## src/rtl/ika2151_pkg.sv

```systemverilog
// ika2151_pkg: register addresses and write-port FSM states shared by the IKA2151 blocks.
package ika2151_pkg;
    localparam logic [7:0] ADDR_TEST   = 8'h01;
    localparam logic [7:0] ADDR_LFRQ   = 8'h18;
    localparam logic [7:0] ADDR_PMDAMD = 8'h19;
    localparam logic [7:0] ADDR_CTW    = 8'h1B;
    typedef enum logic [1:0] {IDLE, PEND, BUSY} wr_state_e;
endpackage

```

## src/rtl/mdl_reg_ctrl_if.sv

```systemverilog
// mdl_reg_ctrl_if: host bus pins of the OPM write port (strobes, data, status).
interface mdl_reg_ctrl_if;
    logic       i_CS_n;
    logic       i_WR_n;
    logic       i_A0;
    logic [7:0] i_D;
    logic [7:0] o_DOUT;
    logic       o_BUSY;
    modport master (output i_CS_n, i_WR_n, i_A0, i_D, input o_DOUT, o_BUSY);
    modport slave (input i_CS_n, i_WR_n, i_A0, i_D, output o_DOUT, o_BUSY);
endinterface

```

## src/rtl/mdl_bus_sync.sv

```systemverilog
// mdl_bus_sync: 2-FF synchroniser for the 11 async bus bits plus WR_n rising-edge write detector.
module mdl_bus_sync (
    input  logic       clk,
    input  logic       rst,
    input  logic       cs_n_i,
    input  logic       wr_n_i,
    input  logic       a0_i,
    input  logic [7:0] d_i,
    output logic       we_o,
    output logic       a0_o,
    output logic [7:0] d_o
);
    localparam logic [10:0] IDLE_VAL = 11'h600;
    logic [10:0] s1_q, s2_q;
    logic        wr_prev_q;
    always_ff @(posedge clk) begin
        if (rst) begin
            s1_q      <= IDLE_VAL;
            s2_q      <= IDLE_VAL;
            wr_prev_q <= 1'b1;
        end else begin
            s1_q      <= {cs_n_i, wr_n_i, a0_i, d_i};
            s2_q      <= s1_q;
            wr_prev_q <= s2_q[9];
        end
    end
    // A0/D come from the same stage as the strobe edge, so they are sampled together.
    assign we_o = ~s2_q[10] & s2_q[9] & ~wr_prev_q;
    assign a0_o = s2_q[8];
    assign d_o  = s2_q[7:0];
endmodule

```

## src/rtl/mdl_reg_ctrl.sv

```systemverilog
// mdl_reg_ctrl: OPM CPU write-port controller; commits data writes on phi1 and holds the LFO config registers.
module mdl_reg_ctrl
    import ika2151_pkg::*;
#(
    parameter int BUSY_CYCLES = 32
) (
    input  logic              i_EMUCLK,
    input  logic              i_MRST,
    input  logic              i_phi1_NCEN_n,
    mdl_reg_ctrl_if.slave     bus,
    output logic [7:0]        o_LFRQ,
    output logic [6:0]        o_AMD,
    output logic [6:0]        o_PMD,
    output logic [1:0]        o_W,
    output logic [7:0]        o_TEST,
    output logic              o_LFRQ_UPDATE_n
);
    localparam logic [7:0] CNT_INIT = 8'(BUSY_CYCLES - 1);
    logic       we, wa0;
    logic [7:0] wd;
    logic       phi1;
    wr_state_e  state_q;
    logic [7:0] addr_q, paddr_q, pdata_q, cnt_q;
    logic       busy_q, upd_n_q;
    logic [7:0] lfrq_q, test_q;
    logic [6:0] amd_q, pmd_q;
    logic [1:0] w_q;

    mdl_bus_sync u_sync (
        .clk    (i_EMUCLK),
        .rst    (i_MRST),
        .cs_n_i (bus.i_CS_n),
        .wr_n_i (bus.i_WR_n),
        .a0_i   (bus.i_A0),
        .d_i    (bus.i_D),
        .we_o   (we),
        .a0_o   (wa0),
        .d_o    (wd)
    );

    assign phi1 = ~i_phi1_NCEN_n;

    always_ff @(posedge i_EMUCLK) begin
        if (i_MRST) begin
            state_q <= IDLE;
            addr_q  <= 8'h00;
            paddr_q <= 8'h00;
            pdata_q <= 8'h00;
            cnt_q   <= 8'h00;
            busy_q  <= 1'b0;
            upd_n_q <= 1'b1;
            lfrq_q  <= 8'h00;
            test_q  <= 8'h00;
            amd_q   <= 7'h00;
            pmd_q   <= 7'h00;
            w_q     <= 2'b00;
        end else begin
            if (we && !wa0) addr_q <= wd;
            // Strobe spans exactly one phi1 period: set on the commit enable, released on the next.
            if (phi1) upd_n_q <= !(state_q == PEND && paddr_q == ADDR_LFRQ);
            case (state_q)
                IDLE: begin
                    if (we && wa0) begin
                        paddr_q <= addr_q;
                        pdata_q <= wd;
                        busy_q  <= 1'b1;
                        state_q <= PEND;
                    end
                end
                PEND: begin
                    if (phi1) begin
                        if (paddr_q == ADDR_TEST) test_q <= pdata_q;
                        if (paddr_q == ADDR_LFRQ) lfrq_q <= pdata_q;
                        if (paddr_q == ADDR_PMDAMD && pdata_q[7]) pmd_q <= pdata_q[6:0];
                        if (paddr_q == ADDR_PMDAMD && !pdata_q[7]) amd_q <= pdata_q[6:0];
                        if (paddr_q == ADDR_CTW) w_q <= pdata_q[1:0];
                        cnt_q   <= CNT_INIT;
                        state_q <= BUSY;
                    end
                end
                BUSY: begin
                    if (phi1) begin
                        cnt_q   <= (cnt_q == 8'd0) ? cnt_q : cnt_q - 8'd1;
                        busy_q  <= (cnt_q != 8'd0);
                        state_q <= (cnt_q == 8'd0) ? IDLE : BUSY;
                    end
                end
                default: state_q <= IDLE;
            endcase
        end
    end

    assign bus.o_BUSY      = busy_q;
    assign bus.o_DOUT      = {busy_q, 7'h00};
    assign o_LFRQ          = lfrq_q;
    assign o_AMD           = amd_q;
    assign o_PMD           = pmd_q;
    assign o_W             = w_q;
    assign o_TEST          = test_q;
    assign o_LFRQ_UPDATE_n = upd_n_q;
endmodule

```

## src/flat_wrapper.sv

```systemverilog
// flat-port wrapper written by rule: the top's interface ports become plain ports
module mdl_reg_ctrl_flat import ika2151_pkg::*;
#(
    parameter int BUSY_CYCLES = 32
)
  (i_EMUCLK, i_MRST, i_phi1_NCEN_n, o_LFRQ, o_AMD, o_PMD, o_W, o_TEST, o_LFRQ_UPDATE_n, bus_i_CS_n, bus_i_WR_n, bus_i_A0, bus_i_D, bus_o_DOUT, bus_o_BUSY);
  mdl_reg_ctrl_if bus_i ();
  input  logic i_EMUCLK;
  input  logic i_MRST;
  input  logic i_phi1_NCEN_n;
  output logic [7:0] o_LFRQ;
  output logic [6:0] o_AMD;
  output logic [6:0] o_PMD;
  output logic [1:0] o_W;
  output logic [7:0] o_TEST;
  output logic o_LFRQ_UPDATE_n;
  input wire logic [$bits(bus_i.i_CS_n)-1:0] bus_i_CS_n;
  input wire logic [$bits(bus_i.i_WR_n)-1:0] bus_i_WR_n;
  input wire logic [$bits(bus_i.i_A0)-1:0] bus_i_A0;
  input wire logic [$bits(bus_i.i_D)-1:0] bus_i_D;
  output wire logic [$bits(bus_i.o_DOUT)-1:0] bus_o_DOUT;
  output wire logic [$bits(bus_i.o_BUSY)-1:0] bus_o_BUSY;
  assign bus_i.i_CS_n = bus_i_CS_n;
  assign bus_i.i_WR_n = bus_i_WR_n;
  assign bus_i.i_A0 = bus_i_A0;
  assign bus_i.i_D = bus_i_D;
  assign bus_o_DOUT = bus_i.o_DOUT;
  assign bus_o_BUSY = bus_i.o_BUSY;
  mdl_reg_ctrl #(.BUSY_CYCLES(BUSY_CYCLES)) u_core (.i_EMUCLK(i_EMUCLK), .i_MRST(i_MRST), .i_phi1_NCEN_n(i_phi1_NCEN_n), .bus(bus_i), .o_LFRQ(o_LFRQ), .o_AMD(o_AMD), .o_PMD(o_PMD), .o_W(o_W), .o_TEST(o_TEST), .o_LFRQ_UPDATE_n(o_LFRQ_UPDATE_n));
endmodule
```

## config.mk

```make
export PLATFORM = sky130hd
export DESIGN_NAME = mdl_reg_ctrl_flat
export DESIGN_NICKNAME = d
export VERILOG_FILES = /design/src/rtl/ika2151_pkg.sv /design/src/rtl/mdl_reg_ctrl_if.sv /design/src/rtl/mdl_bus_sync.sv /design/src/rtl/mdl_reg_ctrl.sv /design/src/flat_wrapper.sv
export SDC_FILE = /design/constraint.sdc
export NUM_CORES = 1
export LEC_CHECK = 0
export BUFFER_PORTS_ARGS = -buffer_cell sky130_fd_sc_hd__buf_4
export CORE_MARGIN = 4
export CORE_UTILIZATION = 55
export CTS_CLUSTER_SIZE = 24
export DETAILED_ROUTE_END_ITERATION = 6
export GPL_ROUTABILITY_DRIVEN = 0
export MAX_ROUTING_LAYER = met4
export PLACE_DENSITY = 0.78
export SYNTH_ARGS = -nofsm -noshare
export SYNTH_HDL_FRONTEND = slang
export SYNTH_SLANG_ARGS = --single-unit
```

## constraint.sdc

```tcl
create_clock -name i_EMUCLK -period 2.15 [get_ports i_EMUCLK]
set_input_delay 0.645 -clock i_EMUCLK [delete_from_list [all_inputs] [get_ports i_EMUCLK]]
set_output_delay 0.645 -clock i_EMUCLK [all_outputs]
set_load 0.02 [all_outputs]
```

==> qor.tcl <==
set qor(initial_core_util) 0.567
set qor(period_minus_slack_ns) 1.75
set qor(critPathLaunchType) {flip-flop}
set qor(clk_path_buf_depth) 2
set qor(synth-async-reset-ratio) 0
set qor(grt_start_max_net_pins) 70
set qor(p_clk_frac) 0.411
set qor(core_region_area_mm2) 0.00592
set qor(grt_antenna_before_repair) 0
set qor(layout_commonest_cell) {sky130_fd_sc_hd__dfxtp_1}
set qor(cts-hold-fix-buffers) 0
set qor(setup_ws_pre_cts_ns) 0.141
set qor(seq_area_mm2) 0.00182
set qor(placement_rows) 28
set qor(clock_latency_ns) 0.34
set qor(max-cap-violations) 0
set qor(worst_hold_path_type) {flip-flop to flip-flop}
set qor(synth_area_leader_cell) {sky130_fd_sc_hd__dfxtp_1}
set qor(finalMaxSlewViolations) 0
set qor(rsz0062_at_grt) {false}
set qor(viasPerCell) 5.15
set qor(maxSlewHeadroom) 0.538
set qor(synth_ff_type) {sky130_fd_sc_hd__dfxtp_1}
set qor(cts.root.buffer_cell) {sky130_fd_sc_hd__clkbuf_8}
set qor(route.antenna.remaining_nets) 0
set qor(setup_viol) 0
set qor(cellPowerDensity_mw_per_mm2) 761
set qor(p_int_mw) 2.42
set qor(p_leak_nw) 1.86
set qor(critical_path_required_ns) 2.36
set qor(worst-endpoint-arrival_ns) 1.96
set qor(warnings_synthesis) 0
set qor(post_synth_design_cell_area_mm2) 0.00336
set qor(cts_num_sinks) 91
set qor(globalRouteOverflowTotal) 0
set qor(cts_repair_resize_count) 0
set qor(drcViolationCount) 0
set qor(post_detailed_routing_wire_length_mm) 6.29
set qor(synthesis.area_per_instance_um2) 10.2
set qor(cts.reportedPaths.clkPinSlew_ns) 0.09
set qor(floorplan.die.width_um) 86.1
set qor(critPathMaxFanout) 9
set qor(setup_total_negative_slack_ns) 0
set qor(layout_worst_path_cycle_share) 0.813
set qor(tightestPinTransition_ns) 0.692
set qor(ys_top_cells_by_area) {sky130_fd_sc_hd__dfxtp_1 (54%), sky130_fd_sc_hd__mux2i_1 (15%), sky130_fd_sc_hd__nor2_1 (5.8%)}
set qor(die_y_um) 86.1
set qor(synth_seq_area_share) 0.543
set qor(power.share.combinational) 0.025
set qor(power.net_switching_mw) 0.610
set qor(port-buffer-count) 48
set qor(tritoncts_clock_tree) {done}
set qor(synthCells) 328
set qor(design.die.area_mm2) 0.00741
set qor(routedWlPerCell_um) 13.9
set qor(synth_largest_type_area_fraction) 0.543
set qor(critical_path.endpoint_type) {flip-flop}
set qor(worst_skew_ns) 0.00888
set qor(grt_util_all_layers) 0.188
set qor(fmaxAchievable_mhz) 572
set qor(switching_share) 0.201
set qor(layout.cells.most_common_list) {sky130_fd_sc_hd__dfxtp_1 (91), sky130_fd_sc_hd__nor2_1 (52), sky130_fd_sc_hd__buf_4 (51)}
set qor(share_seq_of_total_power) 0.564
set qor(crit_type) {flip-flop to flip-flop}
set qor(detail_route.first_pass.iterations) 4
set qor(yosys_register_bits) 91
set qor(syn2layout_area_growth_pct) 18.8
set qor(wire_length_of_the_first_global_routing_pass_mm) 10.5
set qor(post_route_cells_drive_above_1_share) 0.211
set qor(final-hold-violation-count) 0
set qor(first_global_vias) 2192
set qor(cts_buffers) 9
set qor(post_cts_setup_buffers) 0
set qor(drt_iter0_drc) 106
set qor(fin_ws_ns) 0.402
set qor(vias) 2337
set qor(finish.net_count) 389
set qor(multi_input_comb_area_mm2) 0.00141
set qor(clock_tree.htree_level_count) 3
set qor(yosys.cell_types.count) 44
set qor(synth_edf_count) 0
set qor(post-dp-hpwl_mm) 4.10
set qor(nFillCells) 506
set qor(boundaryPins) 56
set qor(antenna_diode_instance_count) 0
set qor(status) {completed}
set qor(vdd_ir_drop_max_mv) 0.487
==> metal layers <==
| metal | track usage | wire [um] |
|---|---|---|
| met1 | 0.248 | 2940 |
| met2 | 0.267 | 2900 |
| met3 | 0.0394 | 337 |
| met4 | 0.102 | 118 |
| met5 | - | 0 |
==> cell families (layout without fill, tap and decap cells) <==
group                      after synthesis  in the layout  share of synthesized area
muxes                                   49             49                      0.146
adders and majority gates                1              1                    0.00373
AOI/OAI and AO/OA                       28             28                     0.0567
other                                    1              7                    0.00112
xor gates and xnor gates                 3              3                    0.00783
buffers and inverters                   30             75                     0.0447
DFF                                     91             91                      0.543
and+or+nand+nor                        125            125                      0.197
==> path summary, 6_finish.rpt <==
| kind | from | end | slack, ns | depth (start not counted) |
|---|---|---|---|---|
| setup / recovery | u_core.paddr_q[7]$_SDFFE_PP0P_ | u_core.o_LFRQ[1]$_SDFFE_PP0P_ | 0.40 | 5 |
| hold / removal | u_core.u_sync.s1_q[10]$_SDFF_PP1_ | u_core.u_sync.s2_q[10]$_SDFF_PP1_ | 0.41 | 1 |
| setup reg to reg | u_core.paddr_q[7]$_SDFFE_PP0P_ | u_core.o_LFRQ[1]$_SDFFE_PP0P_ | 0.40 | 5 |
| hold reg to reg | u_core.u_sync.s1_q[10]$_SDFF_PP1_ | u_core.u_sync.s2_q[10]$_SDFF_PP1_ | 0.41 | 1 |
==> worst max-delay path, cell delays in order (launching register included) <==
cell and delay (ns):
sky130_fd_sc_hd__dfxtp_1 0.35, sky130_fd_sc_hd__nor4_2 0.52, sky130_fd_sc_hd__and4b_1 0.33, sky130_fd_sc_hd__buf_12 0.15, sky130_fd_sc_hd__mux2i_1 0.20, sky130_fd_sc_hd__nor2_1 0.06
==> layout make-up <==
class,instances,share of cell area
repair buffers,53,0.106
flip-flops and latches,91,0.457
inverters,6,0.00565
clock inverters,4,0.0185
well taps,75,0.0235
clock buffers,12,0.0364
multi-input cells,213,0.353
==> cell usage after synthesis, types with 2 or more instances <==
| master | instances |
|---|---|
| sky130_fd_sc_hd__dfxtp_1 | 91 |
| sky130_fd_sc_hd__nor2_1 | 52 |
| sky130_fd_sc_hd__mux2i_1 | 49 |
| sky130_fd_sc_hd__nor2b_1 | 21 |
| sky130_fd_sc_hd__nand2_1 | 16 |
| sky130_fd_sc_hd__a21oi_1 | 14 |
| sky130_fd_sc_hd__clkbuf_1 | 11 |
| sky130_fd_sc_hd__buf_4 | 9 |
| sky130_fd_sc_hd__inv_1 | 6 |
| sky130_fd_sc_hd__nor3_1 | 6 |
| sky130_fd_sc_hd__or2_2 | 5 |
| sky130_fd_sc_hd__buf_2 | 3 |
| sky130_fd_sc_hd__nand2b_1 | 3 |
| sky130_fd_sc_hd__nor3b_1 | 3 |
| sky130_fd_sc_hd__a211oi_1 | 2 |
| sky130_fd_sc_hd__and4b_1 | 2 |
| sky130_fd_sc_hd__nand3_1 | 2 |
| sky130_fd_sc_hd__nand4_2 | 2 |
| sky130_fd_sc_hd__nor4_1 | 2 |
| sky130_fd_sc_hd__o2111ai_1 | 2 |
| sky130_fd_sc_hd__o31ai_1 | 2 |
| sky130_fd_sc_hd__or4_1 | 2 |
| sky130_fd_sc_hd__xor2_1 | 2 |
==> flip-flops by register name, indices dropped and copies added, names as in the netlist, 8 cells and up <==
| name | flops |
|---|---|
| u_core.addr_q | 8 |
| u_core.u_sync.s2_q | 11 |
| u_core.u_sync.s1_q | 11 |
| u_core.cnt_q | 8 |
| u_core.pdata_q | 8 |
| u_core.paddr_q | 8 |
| u_core.o_LFRQ | 8 |
| u_core.o_TEST | 8 |
==> power groups by stage <==
| stage | clock network (mW) | registers, mW | logic (mW) |
|---|---|---|---|
| 3_5_place_dp | 0 | 1.75 | 0.0772 |
| 5_1_grt | 1.36 | 1.71 | 0.0853 |
| 2_1_floorplan | 0 | 1.75 | 0.0592 |
| 4_1_cts | 1.27 | 1.71 | 0.0777 |
| 3_3_place_gp | 0 | 1.75 | 0.0757 |
| 6_report | 1.25 | 1.71 | 0.0771 |
==> stage by stage <==
stage / total power, mW / util / instances / hold slack, ns / cell area [um2]
floorplan: 1.81 / - / 334 / 0.389 / 3380
global placement: 1.82 / 0.636 / 438 / 0.393 / 3770
detailed placement: 1.83 / 0.636 / 438 / 0.393 / 3770
CTS: 3.06 / 0.673 / 454 / 0.413 / 3990
global route: 3.16 / 0.673 / 454 / 0.435 / 3990
finish: 3.03 / 0.673 / 454 / 0.411 / 3990
No activity file was read; power rests on OpenSTA's default activity.
